## src/rtl/mem_ctrl_pkg.sv

```systemverilog
// mem_ctrl_pkg: shared constants for the byte-serial memory controller.
// Holds the FSM state encodings, the MEM access size codes, the owner
// codes, the latched access descriptor and the size-to-last-index decoder.
package mem_ctrl_pkg;

  // FSM state encodings
  localparam logic [2:0] MC_IDLE = 3'd0;
  localparam logic [2:0] MC_RD   = 3'd1;
  localparam logic [2:0] MC_RDW  = 3'd2;
  localparam logic [2:0] MC_WR   = 3'd3;
  localparam logic [2:0] MC_DONE = 3'd4;

  // MEM access size codes (code 3 behaves as a word)
  localparam logic [1:0] MEM_SIZE_B = 2'd0;
  localparam logic [1:0] MEM_SIZE_H = 2'd1;
  localparam logic [1:0] MEM_SIZE_W = 2'd2;

  // Which requester owns the access in flight
  localparam logic MC_OWN_IF  = 1'b0;
  localparam logic MC_OWN_MEM = 1'b1;

  // Access descriptor latched at grant time
  typedef struct packed {
    logic        owner;  // MC_OWN_IF / MC_OWN_MEM
    logic [1:0]  last;   // index of the final byte (n - 1)
    logic [31:0] base;   // first byte address
    logic [31:0] wdata;  // store data, low byte first
  } access_t;

  // Map a size code onto the index of the last byte transferred
  function automatic logic [1:0] size_last(input logic [1:0] size);
    case (size)
      MEM_SIZE_B: return 2'd0;
      MEM_SIZE_H: return 2'd1;
      default:    return 2'd3;
    endcase
  endfunction

endpackage

```

## src/rtl/mem_ctrl_if.sv

```systemverilog
// mem_ctrl_if: bundles the IF request, MEM request and RAM port signals of
// mem_ctrl. The slave modport is the controller, the master modport is the
// surrounding pipeline plus RAM.
interface mem_ctrl_if;
  import mem_ctrl_pkg::*;

  // Instruction fetch side
  logic        if_req_i;
  logic [31:0] if_addr_i;
  logic        if_done_o;
  logic [31:0] if_data_o;

  // Data memory stage side
  logic        mem_req_i;
  logic        mem_we_i;
  logic [1:0]  mem_size_i;
  logic [31:0] mem_addr_i;
  logic [31:0] mem_wdata_i;
  logic        mem_done_o;
  logic [31:0] mem_rdata_o;

  // Byte-wide RAM port
  logic [31:0] ram_a_o;
  logic [7:0]  ram_dout_o;
  logic        ram_wr_o;
  logic [7:0]  ram_din_i;

  // Status
  logic        busy_o;

  modport slave (
    input  if_req_i, if_addr_i,
    input  mem_req_i, mem_we_i, mem_size_i, mem_addr_i, mem_wdata_i,
    input  ram_din_i,
    output if_done_o, if_data_o,
    output mem_done_o, mem_rdata_o,
    output ram_a_o, ram_dout_o, ram_wr_o,
    output busy_o
  );

  modport master (
    output if_req_i, if_addr_i,
    output mem_req_i, mem_we_i, mem_size_i, mem_addr_i, mem_wdata_i,
    output ram_din_i,
    input  if_done_o, if_data_o,
    input  mem_done_o, mem_rdata_o,
    input  ram_a_o, ram_dout_o, ram_wr_o,
    input  busy_o
  );

endinterface

```

## src/rtl/mem_ctrl.sv

```systemverilog
// mem_ctrl: byte-serial memory controller and arbiter. Shares one 8-bit RAM
// port between instruction fetch (always 4 bytes) and the MEM stage
// (1/2/4 bytes, little endian, any alignment). MEM wins arbitration.
// All outputs are registered; busy is decoded from the state register.
// Optional feature: define MEMCTRL_IF_PREEMPT_EN to let a MEM request abort
// an IF fetch that is still issuing read addresses.
module mem_ctrl
  import mem_ctrl_pkg::*;
(
  input logic      clk,
  input logic      rst,
  mem_ctrl_if.slave bus
);

  logic [2:0]  state_reg,     state_next;
  logic [1:0]  cnt_reg,       cnt_next;
  access_t     acc_reg,       acc_next;
  logic [31:0] rd_buf_reg,    rd_buf_next;
  logic [31:0] ram_a_reg,     ram_a_next;
  logic [7:0]  ram_dout_reg,  ram_dout_next;
  logic        ram_wr_reg,    ram_wr_next;
  logic        if_done_reg,   if_done_next;
  logic        mem_done_reg,  mem_done_next;
  logic [31:0] if_data_reg,   if_data_next;
  logic [31:0] mem_rdata_reg, mem_rdata_next;

  logic        capture;
  logic [1:0]  cap_idx;
  logic        clear_buf;
  logic        abort;
  logic [1:0]  cnt_inc;
  logic [31:0] addr_inc;

  // Decide which byte lane (if any) takes the RAM read byte this cycle.
  // The RAM answers one cycle late, so in RD lane cnt-1 is captured and RDW
  // captures the final lane.
  always_comb begin
    capture   = 1'b0;
    cap_idx   = 2'd0;
    clear_buf = (state_reg == MC_IDLE);
    if (state_reg == MC_RD && cnt_reg != 2'd0) begin
      capture = 1'b1;
      cap_idx = cnt_reg - 2'd1;
    end else if (state_reg == MC_RDW) begin
      capture = 1'b1;
      cap_idx = acc_reg.last;
    end
  end

  // One assembler per byte lane; lanes never captured stay zero because the
  // buffer is cleared while idle.
  for (genvar gi = 0; gi < 4; gi++) begin : g_lane
    assign rd_buf_next[8*gi +: 8] =
        clear_buf                             ? 8'h00         :
        (capture && cap_idx == 2'(gi))        ? bus.ram_din_i :
                                                rd_buf_reg[8*gi +: 8];
  end

  // Preemption: an IF fetch still issuing addresses yields to MEM.
`ifdef MEMCTRL_IF_PREEMPT_EN
  always_comb begin
    abort = (acc_reg.owner == MC_OWN_IF) && bus.mem_req_i;
  end
`else
  always_comb begin
    abort = 1'b0;
  end
`endif

  // Next byte index and its address (32-bit wrap is natural here)
  always_comb begin
    cnt_inc  = cnt_reg + 2'd1;
    addr_inc = acc_reg.base + {30'd0, cnt_inc};
  end

  // FSM: arbitration, byte sequencing and next values of the output registers.
  // RAM outputs default to zero so IDLE, RDW and DONE drive a quiet port.
  always_comb begin
    state_next     = state_reg;
    cnt_next       = cnt_reg;
    acc_next       = acc_reg;
    ram_a_next     = 32'd0;
    ram_dout_next  = 8'd0;
    ram_wr_next    = 1'b0;
    if_done_next   = 1'b0;
    mem_done_next  = 1'b0;
    if_data_next   = 32'd0;
    mem_rdata_next = 32'd0;

    case (state_reg)
      MC_IDLE: begin
        if (bus.mem_req_i) begin
          acc_next.owner = MC_OWN_MEM;
          acc_next.last  = size_last(bus.mem_size_i);
          acc_next.base  = bus.mem_addr_i;
          acc_next.wdata = bus.mem_wdata_i;
          cnt_next       = 2'd0;
          ram_a_next     = bus.mem_addr_i;
          if (bus.mem_we_i) begin
            state_next    = MC_WR;
            ram_wr_next   = 1'b1;
            ram_dout_next = bus.mem_wdata_i[7:0];
          end else begin
            state_next    = MC_RD;
          end
        end else if (bus.if_req_i) begin
          acc_next.owner = MC_OWN_IF;
          acc_next.last  = 2'd3;
          acc_next.base  = bus.if_addr_i;
          acc_next.wdata = 32'd0;
          cnt_next       = 2'd0;
          ram_a_next     = bus.if_addr_i;
          state_next     = MC_RD;
        end
      end

      MC_RD: begin
        if (abort) begin
          state_next = MC_IDLE;
        end else if (cnt_reg == acc_reg.last) begin
          state_next = MC_RDW;
        end else begin
          cnt_next   = cnt_inc;
          ram_a_next = addr_inc;
        end
      end

      MC_RDW: begin
        state_next = MC_DONE;
        if (acc_reg.owner == MC_OWN_IF) begin
          if_done_next = 1'b1;
          if_data_next = rd_buf_next;
        end else begin
          mem_done_next  = 1'b1;
          mem_rdata_next = rd_buf_next;
        end
      end

      MC_WR: begin
        if (cnt_reg == acc_reg.last) begin
          state_next    = MC_DONE;
          mem_done_next = 1'b1;
        end else begin
          cnt_next      = cnt_inc;
          ram_a_next    = addr_inc;
          ram_wr_next   = 1'b1;
          ram_dout_next = acc_reg.wdata[{cnt_inc, 3'b000} +: 8];
        end
      end

      MC_DONE: begin
        state_next = MC_IDLE;
      end

      default: begin
        state_next = MC_IDLE;
      end
    endcase
  end

  // State and output registers; reset drops any access in flight.
  always_ff @(posedge clk) begin
    if (rst) begin
      state_reg     <= MC_IDLE;
      cnt_reg       <= 2'd0;
      acc_reg       <= '0;
      rd_buf_reg    <= 32'd0;
      ram_a_reg     <= 32'd0;
      ram_dout_reg  <= 8'd0;
      ram_wr_reg    <= 1'b0;
      if_done_reg   <= 1'b0;
      mem_done_reg  <= 1'b0;
      if_data_reg   <= 32'd0;
      mem_rdata_reg <= 32'd0;
    end else begin
      state_reg     <= state_next;
      cnt_reg       <= cnt_next;
      acc_reg       <= acc_next;
      rd_buf_reg    <= rd_buf_next;
      ram_a_reg     <= ram_a_next;
      ram_dout_reg  <= ram_dout_next;
      ram_wr_reg    <= ram_wr_next;
      if_done_reg   <= if_done_next;
      mem_done_reg  <= mem_done_next;
      if_data_reg   <= if_data_next;
      mem_rdata_reg <= mem_rdata_next;
    end
  end

  assign bus.ram_a_o     = ram_a_reg;
  assign bus.ram_dout_o  = ram_dout_reg;
  assign bus.ram_wr_o    = ram_wr_reg;
  assign bus.if_done_o   = if_done_reg;
  assign bus.if_data_o   = if_data_reg;
  assign bus.mem_done_o  = mem_done_reg;
  assign bus.mem_rdata_o = mem_rdata_reg;
  assign bus.busy_o      = (state_reg != MC_IDLE);

endmodule
```

## src/flat_wrapper.sv

```systemverilog
// flat-port wrapper written by rule: the top's interface ports become plain ports
module mem_ctrl_flat import mem_ctrl_pkg::*;
  (clk, rst, bus_if_req_i, bus_if_addr_i, bus_mem_req_i, bus_mem_we_i, bus_mem_size_i, bus_mem_addr_i, bus_mem_wdata_i, bus_ram_din_i, bus_if_done_o, bus_if_data_o, bus_mem_done_o, bus_mem_rdata_o, bus_ram_a_o, bus_ram_dout_o, bus_ram_wr_o, bus_busy_o);
  mem_ctrl_if bus_i ();
  input logic clk;
  input logic rst;
  input wire logic [$bits(bus_i.if_req_i)-1:0] bus_if_req_i;
  input wire logic [$bits(bus_i.if_addr_i)-1:0] bus_if_addr_i;
  input wire logic [$bits(bus_i.mem_req_i)-1:0] bus_mem_req_i;
  input wire logic [$bits(bus_i.mem_we_i)-1:0] bus_mem_we_i;
  input wire logic [$bits(bus_i.mem_size_i)-1:0] bus_mem_size_i;
  input wire logic [$bits(bus_i.mem_addr_i)-1:0] bus_mem_addr_i;
  input wire logic [$bits(bus_i.mem_wdata_i)-1:0] bus_mem_wdata_i;
  input wire logic [$bits(bus_i.ram_din_i)-1:0] bus_ram_din_i;
  output wire logic [$bits(bus_i.if_done_o)-1:0] bus_if_done_o;
  output wire logic [$bits(bus_i.if_data_o)-1:0] bus_if_data_o;
  output wire logic [$bits(bus_i.mem_done_o)-1:0] bus_mem_done_o;
  output wire logic [$bits(bus_i.mem_rdata_o)-1:0] bus_mem_rdata_o;
  output wire logic [$bits(bus_i.ram_a_o)-1:0] bus_ram_a_o;
  output wire logic [$bits(bus_i.ram_dout_o)-1:0] bus_ram_dout_o;
  output wire logic [$bits(bus_i.ram_wr_o)-1:0] bus_ram_wr_o;
  output wire logic [$bits(bus_i.busy_o)-1:0] bus_busy_o;
  assign bus_i.if_req_i = bus_if_req_i;
  assign bus_i.if_addr_i = bus_if_addr_i;
  assign bus_i.mem_req_i = bus_mem_req_i;
  assign bus_i.mem_we_i = bus_mem_we_i;
  assign bus_i.mem_size_i = bus_mem_size_i;
  assign bus_i.mem_addr_i = bus_mem_addr_i;
  assign bus_i.mem_wdata_i = bus_mem_wdata_i;
  assign bus_i.ram_din_i = bus_ram_din_i;
  assign bus_if_done_o = bus_i.if_done_o;
  assign bus_if_data_o = bus_i.if_data_o;
  assign bus_mem_done_o = bus_i.mem_done_o;
  assign bus_mem_rdata_o = bus_i.mem_rdata_o;
  assign bus_ram_a_o = bus_i.ram_a_o;
  assign bus_ram_dout_o = bus_i.ram_dout_o;
  assign bus_ram_wr_o = bus_i.ram_wr_o;
  assign bus_busy_o = bus_i.busy_o;
  mem_ctrl u_core (.clk(clk), .rst(rst), .bus(bus_i));
endmodule
```

## config.mk

```make
export PLATFORM = sky130hd
export DESIGN_NAME = mem_ctrl_flat
export DESIGN_NICKNAME = d
export VERILOG_FILES = /design/src/rtl/mem_ctrl_pkg.sv /design/src/rtl/mem_ctrl_if.sv /design/src/rtl/mem_ctrl.sv /design/src/flat_wrapper.sv
export SDC_FILE = /design/constraint.sdc
export NUM_CORES = 1
export LEC_CHECK = 0
export ABC_CLOCK_PERIOD_IN_PS = 3850
export CAP_MARGIN = 10
export CELL_PAD_IN_SITES_DETAIL_PLACEMENT = 1
export CELL_PAD_IN_SITES_GLOBAL_PLACEMENT = 2
export CORE_MARGIN = 4
export CORE_UTILIZATION = 26
export CTS_CLUSTER_DIAMETER = 100
export CTS_CLUSTER_SIZE = 16
export DETAILED_ROUTE_END_ITERATION = 16
export GPL_TIMING_DRIVEN = 0
export PLACE_DENSITY = 0.8
export SYNTH_ARGS = -nofsm -noshare
export SYNTH_HDL_FRONTEND = slang
export SYNTH_SLANG_ARGS = --single-unit
```

## constraint.sdc

```tcl
create_clock -name clk -period 3.85 [get_ports clk]
set_clock_uncertainty 0.15 [all_clocks]
set_input_delay 0.385 -clock clk [delete_from_list [all_inputs] [get_ports clk]]
set_output_delay 0.385 -clock clk [all_outputs]
set_load 0.005 [all_outputs]
```

==> impl_metrics.csv, run 1 <==
group,metric,value,unit
final_layout,finalNonFillerCells,1407,
yosys,yosysWarnings,0,
power_and_ir_drop,power.internal,3.70,mW
placed_design,port_buffers,218,
run,cap_viol_max_count,0,
grt,grt_pass1_vias,6616,
route,antenna_left,0,
yosys,ys_async_sr_fraction,0,
clocking,clock_latency,490,ps
clocking,cts_tree,"built",
grt,gr-total-overflow,0,
clocking,root_buffer,"clkbuf_16",
worst_setup_path,worst_path_max_delay_cell,"fa_1",
grt,grt.total_usage,0.146,
placed_design,place_congestion,0.781,
die,dieArea,32400,um2
sta,drv_slew,0,
final_layout,area_delta_synth_final,41.1,%
placed_design,hpwl,18500,um
power_and_ir_drop,switchingPower,1.58,mW
route,drtIter0Drc,311,
sta,fin_setup_tns,0,ps
final_layout,largest_register_ffs,67,
sta,hold_viol,0,
yosys,synth.distinct_cells,47,
route,via_count,6416,
yosys,ys_seq_area_frac,0.549,
final_layout,drive_gt1_frac,0.0528,
die,initial_core_util,0.266,
power_and_ir_drop,power_density,487,nW/um2
die,die_h,180,um
clocking,cts_made_buffers,17,
worst_setup_path,cp.required,4050,ps
hold_path,min_path_type,"reg -> reg",
sta,setup_viol,0,
route,drt-total-wl,24800,um
yosys,synth_edf_count,0,
sta,fin_ws,231,ps
final_layout,nNetsFinal,1136,
final_layout,layout_common_cells,"218 x clkdlybuf4s50_1, 211 x dfxtp_1, 188 x nor2_1",
power_and_ir_drop,seqPwrFrac,0.478,
worst_setup_path,r2r_slack,230,ps
sta,rsz0062_at_grt,"false",
die,io_pins,219,
yosys,synthFlopType,"dfxtp_1",
power_and_ir_drop,ir_drop,247,uV
die,die_w,180,um
route,drc,0,
clocking,clkSinkCount,211,
die,rows,62,
power_and_ir_drop,power.leakage,3.81,nW
placed_design,dpl_worst_slack,-1070,ps
worst_setup_path,max_stage_delay,480,ps
worst_setup_path,cp_data_arrival_time,3820,ps
grt,grt_pass1_wl,38400,um
clocking,clockBufferDepth,3,
yosys,synth_cells,781,
grt,grt_antenna_before_repair,1,
worst_setup_path,start_kind,"register",
worst_setup_path,cp_top_family,"buffers and inverters",
worst_setup_path,end_kind,"register",
worst_setup_path,crit_path_max_fanout,10,
worst_setup_path,crit_type,"reg -> reg",
clocking,path_clk_slew,80,ps
route,routedWlPerCell,17.6,um
die,coreArea,28900,um2
power_and_ir_drop,clkPwrFrac,0.299,
clocking,htreeDepth,1,
yosys,post_synth.cell_area_avg,9.85,um2
final_layout,final_common_cell,"clkdlybuf4s50_1",
sta,relSlewSlack,0.380,
yosys,synth.net_count,896,
run_status,status,"finished, final reports clean",
power_and_ir_drop,p_sw_frac,0.299,
sta,min_period_over_period,0.940,
power_and_ir_drop,p_comb_frac,0.223,
power_and_ir_drop,finalPower,5.28,mW
clocking,cts_hold_buf,0,
final_layout,n_fill_cell,3295,
route,routed_via_density,4.56,
worst_setup_path,path_buf_inv,5,
sta,layout_min_cycle_time,3620,ps
yosys,netlist_area,7690,um2
worst_setup_path,path_cells,"clkbuf_4 -> inv_1 -> ha_1 -> clkbuf_4 -> inv_1 -> fa_1 -> and4b_1 -> nor4b_4 -> buf_4 -> nand3_1 -> xor2_1 -> o22ai_1",
sta,max_freq,0.276,GHz
placed_design,place_inst,1383,
sta,worst_pin_slew,922,ps
route,firstDrtPassIters,6,
yosys,ys_seq_elements,211,
grt,grt_max_degree,17,
## cells by family after synthesis
logic type | share of synthesized area
simple gates | 0.159
flops | 0.549
compound gates | 0.108
mux | 0.108
buf+inv | 0.0319
xor+xnor | 0.0364
fa+ha+maj | 0.00748
## final timing paths
check,from,end,cells after the start
worst min-delay path,u_core.acc_reg[32],u_core.acc_reg[32],2
worst max-delay path,u_core.cnt_reg[0],u_core.bus.ram_a_o[18],12
worst min register to register,u_core.acc_reg[32],u_core.acc_reg[32],2
worst max register to register,u_core.cnt_reg[0],u_core.bus.ram_a_o[18],12
## cells in the mapped netlist (7+ instances only)
master / number / area [um2]
nand2_1: 32 / 120
a22oi_1: 40 / 300
clkbuf_1: 39 / 146
dfxtp_1: 211 / 4220
mux4_2: 8 / 180
xnor2_1: 10 / 87.6
o22ai_1: 24 / 150
a21oi_1: 24 / 120
inv_1: 10 / 37.5
mux2i_1: 58 / 581
nand3_1: 10 / 50.1
xor2_1: 22 / 193
a211oi_1: 25 / 188
nor2_1: 188 / 706
nand4_1: 13 / 81.3
nor3_1: 7 / 35.0
## power by group through the flow
stage	combinational (mW)	sequential [mW]	clock, mW
after detailed placement	1.19	2.57	0
after global placement	1.18	2.56	0
final	1.18	2.52	1.58
after floorplan	0.684	2.54	0
after global routing	1.31	2.55	1.73
after CTS	1.20	2.52	1.64
## cell type report
type	instances	area, um2	area share
clock inverters	2	25.0	0.00231
repair buffers	221	2200	0.203
diodes	1	2.50	0.000231
well taps	384	480	0.0443
flip-flops and latches	211	4220	0.389
multi-input cells	509	3230	0.298
plain buffers	51	215	0.0198
clock buffers	18	429	0.0396
inverters	10	37.5	0.00346
## metal layers
metal / vias to the layer above / share of wire / global-route usage
met5: - / 0 / 0
met4: 0 / 0.023 / 0.0375
met3: 27 / 0.044 / 0.0243
met2: 167 / 0.48 / 0.252
met1: 3051 / 0.45 / 0.191
li1: 3171 / - / -
## worst reg2reg max path, stage by stage, from the launching register on
cell,delay (ps)
dfxtp_1,430
clkbuf_4,280
inv_1,100
ha_1,370
clkbuf_4,300
inv_1,90
fa_1,480
and4b_1,420
nor4b_4,280
buf_4,190
nand3_1,90
xor2_1,190
o22ai_1,110
## through the flow
stage | area, um2 | util | hold slack [ps]
finish | 10800 | 0.375 | 328
global route | 10800 | 0.375 | 344
CTS | 10800 | 0.375 | 332
detailed placement | 10400 | 0.358 | 319
global placement | 10400 | 0.358 | 300
floorplan | 7690 | - | 291
## timing repair
action,4_1_cts,5_1_grt
setup buffers,3,0
gates resized for setup,3,4
setup endpoints to repair,13,9
(Power assumes the default switching activity.)
==> run 2: changes to the inputs <==
--- a/config.mk
+++ b/config.mk
@@ -16,6 +16,8 @@
 export DETAILED_ROUTE_END_ITERATION = 16
 export GPL_TIMING_DRIVEN = 0
 export PLACE_DENSITY = 0.8
+export RECOVER_POWER = 25
+export SKIP_CTS_REPAIR_TIMING = 1
 export SYNTH_ARGS = -nofsm -noshare
 export SYNTH_HDL_FRONTEND = slang
 export SYNTH_SLANG_ARGS = --single-unit
==> impl_metrics.csv, run 2 (synthesis gave the netlist of run 1 again) <==
group,metric,value,unit
grt,use_met3,0.0247,
die,die_w,180,um
worst_setup_path,timing.rr.end,"u_core.bus.ram_a_o[18]",
final_layout,nNetsFinal,1134,
grt,grt_pass1_wl,38300,um
die,initial_core_util,0.266,
power_and_ir_drop,ir_drop,248,uV
sta,worst_pin_slew,918,ps
route,drc,0,
sta,hold_viol,0,
worst_setup_path,end_kind,"register",
die,io_pins,219,
clocking,clockBufferDepth,3,
clocking,clock_latency,490,ps
sta,max_freq,0.277,GHz
clocking,cts_tree,"built",
grt,gr-total-overflow,0,
clocking,clkSinkCount,211,
final_layout,area_delta_synth_final,40.9,%
sta,min_period_over_period,0.938,
worst_setup_path,cp_data_arrival_time,3810,ps
grt,grt_use_met2,0.252,
final_layout,final_common_cell,"dfxtp_1",
placed_design,port_buffers,218,
grt,top_usage_layer,"met2",
final_layout,fin_area,10800,um2
route,via_count,6389,
grt,grt_max_degree,17,
worst_setup_path,rr_worst_depth,12,
route,routedWlPerCell,17.6,um
run,cap_viol_max_count,0,
die,rows,62,
route,firstDrtPassIters,7,
hold_path,hold-path-cell-count,2,
hold_path,holdPathEnd,"u_core.acc_reg[32]",
final_layout,n_fill_cell,3294,
clocking,cts_made_buffers,17,
placed_design,hpwl,18500,um
sta,setup_viol,0,
grt,grt_use_met1,0.190,
grt,grt.total_usage,0.146,
clocking,root_buffer,"clkbuf_16",
worst_setup_path,crit_path_max_fanout,10,
final_layout,final_core_util,0.374,
power_and_ir_drop,power.leakage,4.05,nW
placed_design,place_area,10400,um2
sta,layout_min_cycle_time,3610,ps
worst_setup_path,crit_type,"reg -> reg",
worst_setup_path,start_kind,"register",
route,drt-total-wl,24800,um
worst_setup_path,r2r_slack,240,ps
power_and_ir_drop,finalPower,5.27,mW
hold_path,holdCritStartpoint,"u_core.acc_reg[32]",
die,coreArea,28900,um2
final_layout,layout_common_cells,"211 x dfxtp_1, 188 x nor2_1, 142 x clkdlybuf4s50_1",
route,drtIter0Drc,319,
worst_setup_path,r2r_start,"u_core.cnt_reg[0]",
grt,grt_antenna_before_repair,1,
grt,grt_pass1_vias,6603,
route,antenna_left,0,
die,die_h,180,um
clocking,path_clk_slew,80,ps
final_layout,drive_gt1_frac,0.0510,
sta,fin_hold_ws,330,ps
hold_path,min_path_type,"reg -> reg",
worst_setup_path,cp.required,4050,ps
route,routed_via_density,4.55,
sta,drv_slew,0,
die,dieArea,32400,um2
sta,fin_setup_tns,0,ps
placed_design,place_congestion,0.781,
power_and_ir_drop,power_density,487,nW/um2
sta,relSlewSlack,0.383,
final_layout,largest_register_ffs,67,
clocking,htreeDepth,1,
run_status,status,"finished, final reports clean",
run 2: worst max-delay path, stage by stage, from the launching register on:
cell and delay (ps):
dfxtp_1 430, clkbuf_4 290, inv_1 100, ha_1 370
clkbuf_4 300, inv_1 90, fa_1 480, and4b_1 420
nor4b_4 230, buf_4 210, nand3_1 110, xor2_1 180
o22ai_1 100
run 2: how the worst max path moves through the flow:
stage	from	to	slack [ps]	depth (start not counted)
finish	u_core.cnt_reg[0]	u_core.bus.ram_a_o[18]	240	12
global route	u_core.cnt_reg[0]	u_core.bus.ram_a_o[30]	-10	12
CTS	u_core.cnt_reg[0]	u_core.bus.ram_a_o[18]	-1120	11
detailed placement	u_core.cnt_reg[0]	u_core.bus.ram_a_o[18]	-1070	11
global placement	u_core.cnt_reg[0]	u_core.bus.ram_a_o[18]	-1020	11
floorplan	u_core.cnt_reg[0]	u_core.bus.ram_a_o[26]	210	11
run 2: stage by stage:
stage	setup slack [ps]	instances
finish	238	1405
global route	-14.8	1405
CTS	-1120	1403
detailed placement	-1070	1383
global placement	-1020	1383
floorplan	206	781
run 2: cell type report:
class | count | area [um2] | share of cell area
Tap cell | 384 | 480 | 0.0443
Antenna cell | 1 | 2.50 | 0.000231
Sequential cell | 211 | 4220 | 0.390
Timing Repair Buffer | 219 | 2190 | 0.202
Buffer | 51 | 215 | 0.0199
Clock buffer | 18 | 429 | 0.0396
Inverter | 10 | 37.5 | 0.00346
Clock inverter | 2 | 25.0 | 0.00231
Multi-Input combinational cell | 509 | 3230 | 0.298
run 2: routing by layer:
metal,vias to the layer above,wire length (um)
li1,3168,-
met1,3025,11200
met2,169,11900
met3,27,1080
met4,0,567
met5,-,0
run 2: power breakdown:
group / internal (mW) / switching (mW) / leakage [nW]
Combinational: 0.517 / 0.651 / 2.12
Sequential: 2.37 / 0.147 / 1.72
Clock: 0.801 / 0.780 / 0.222
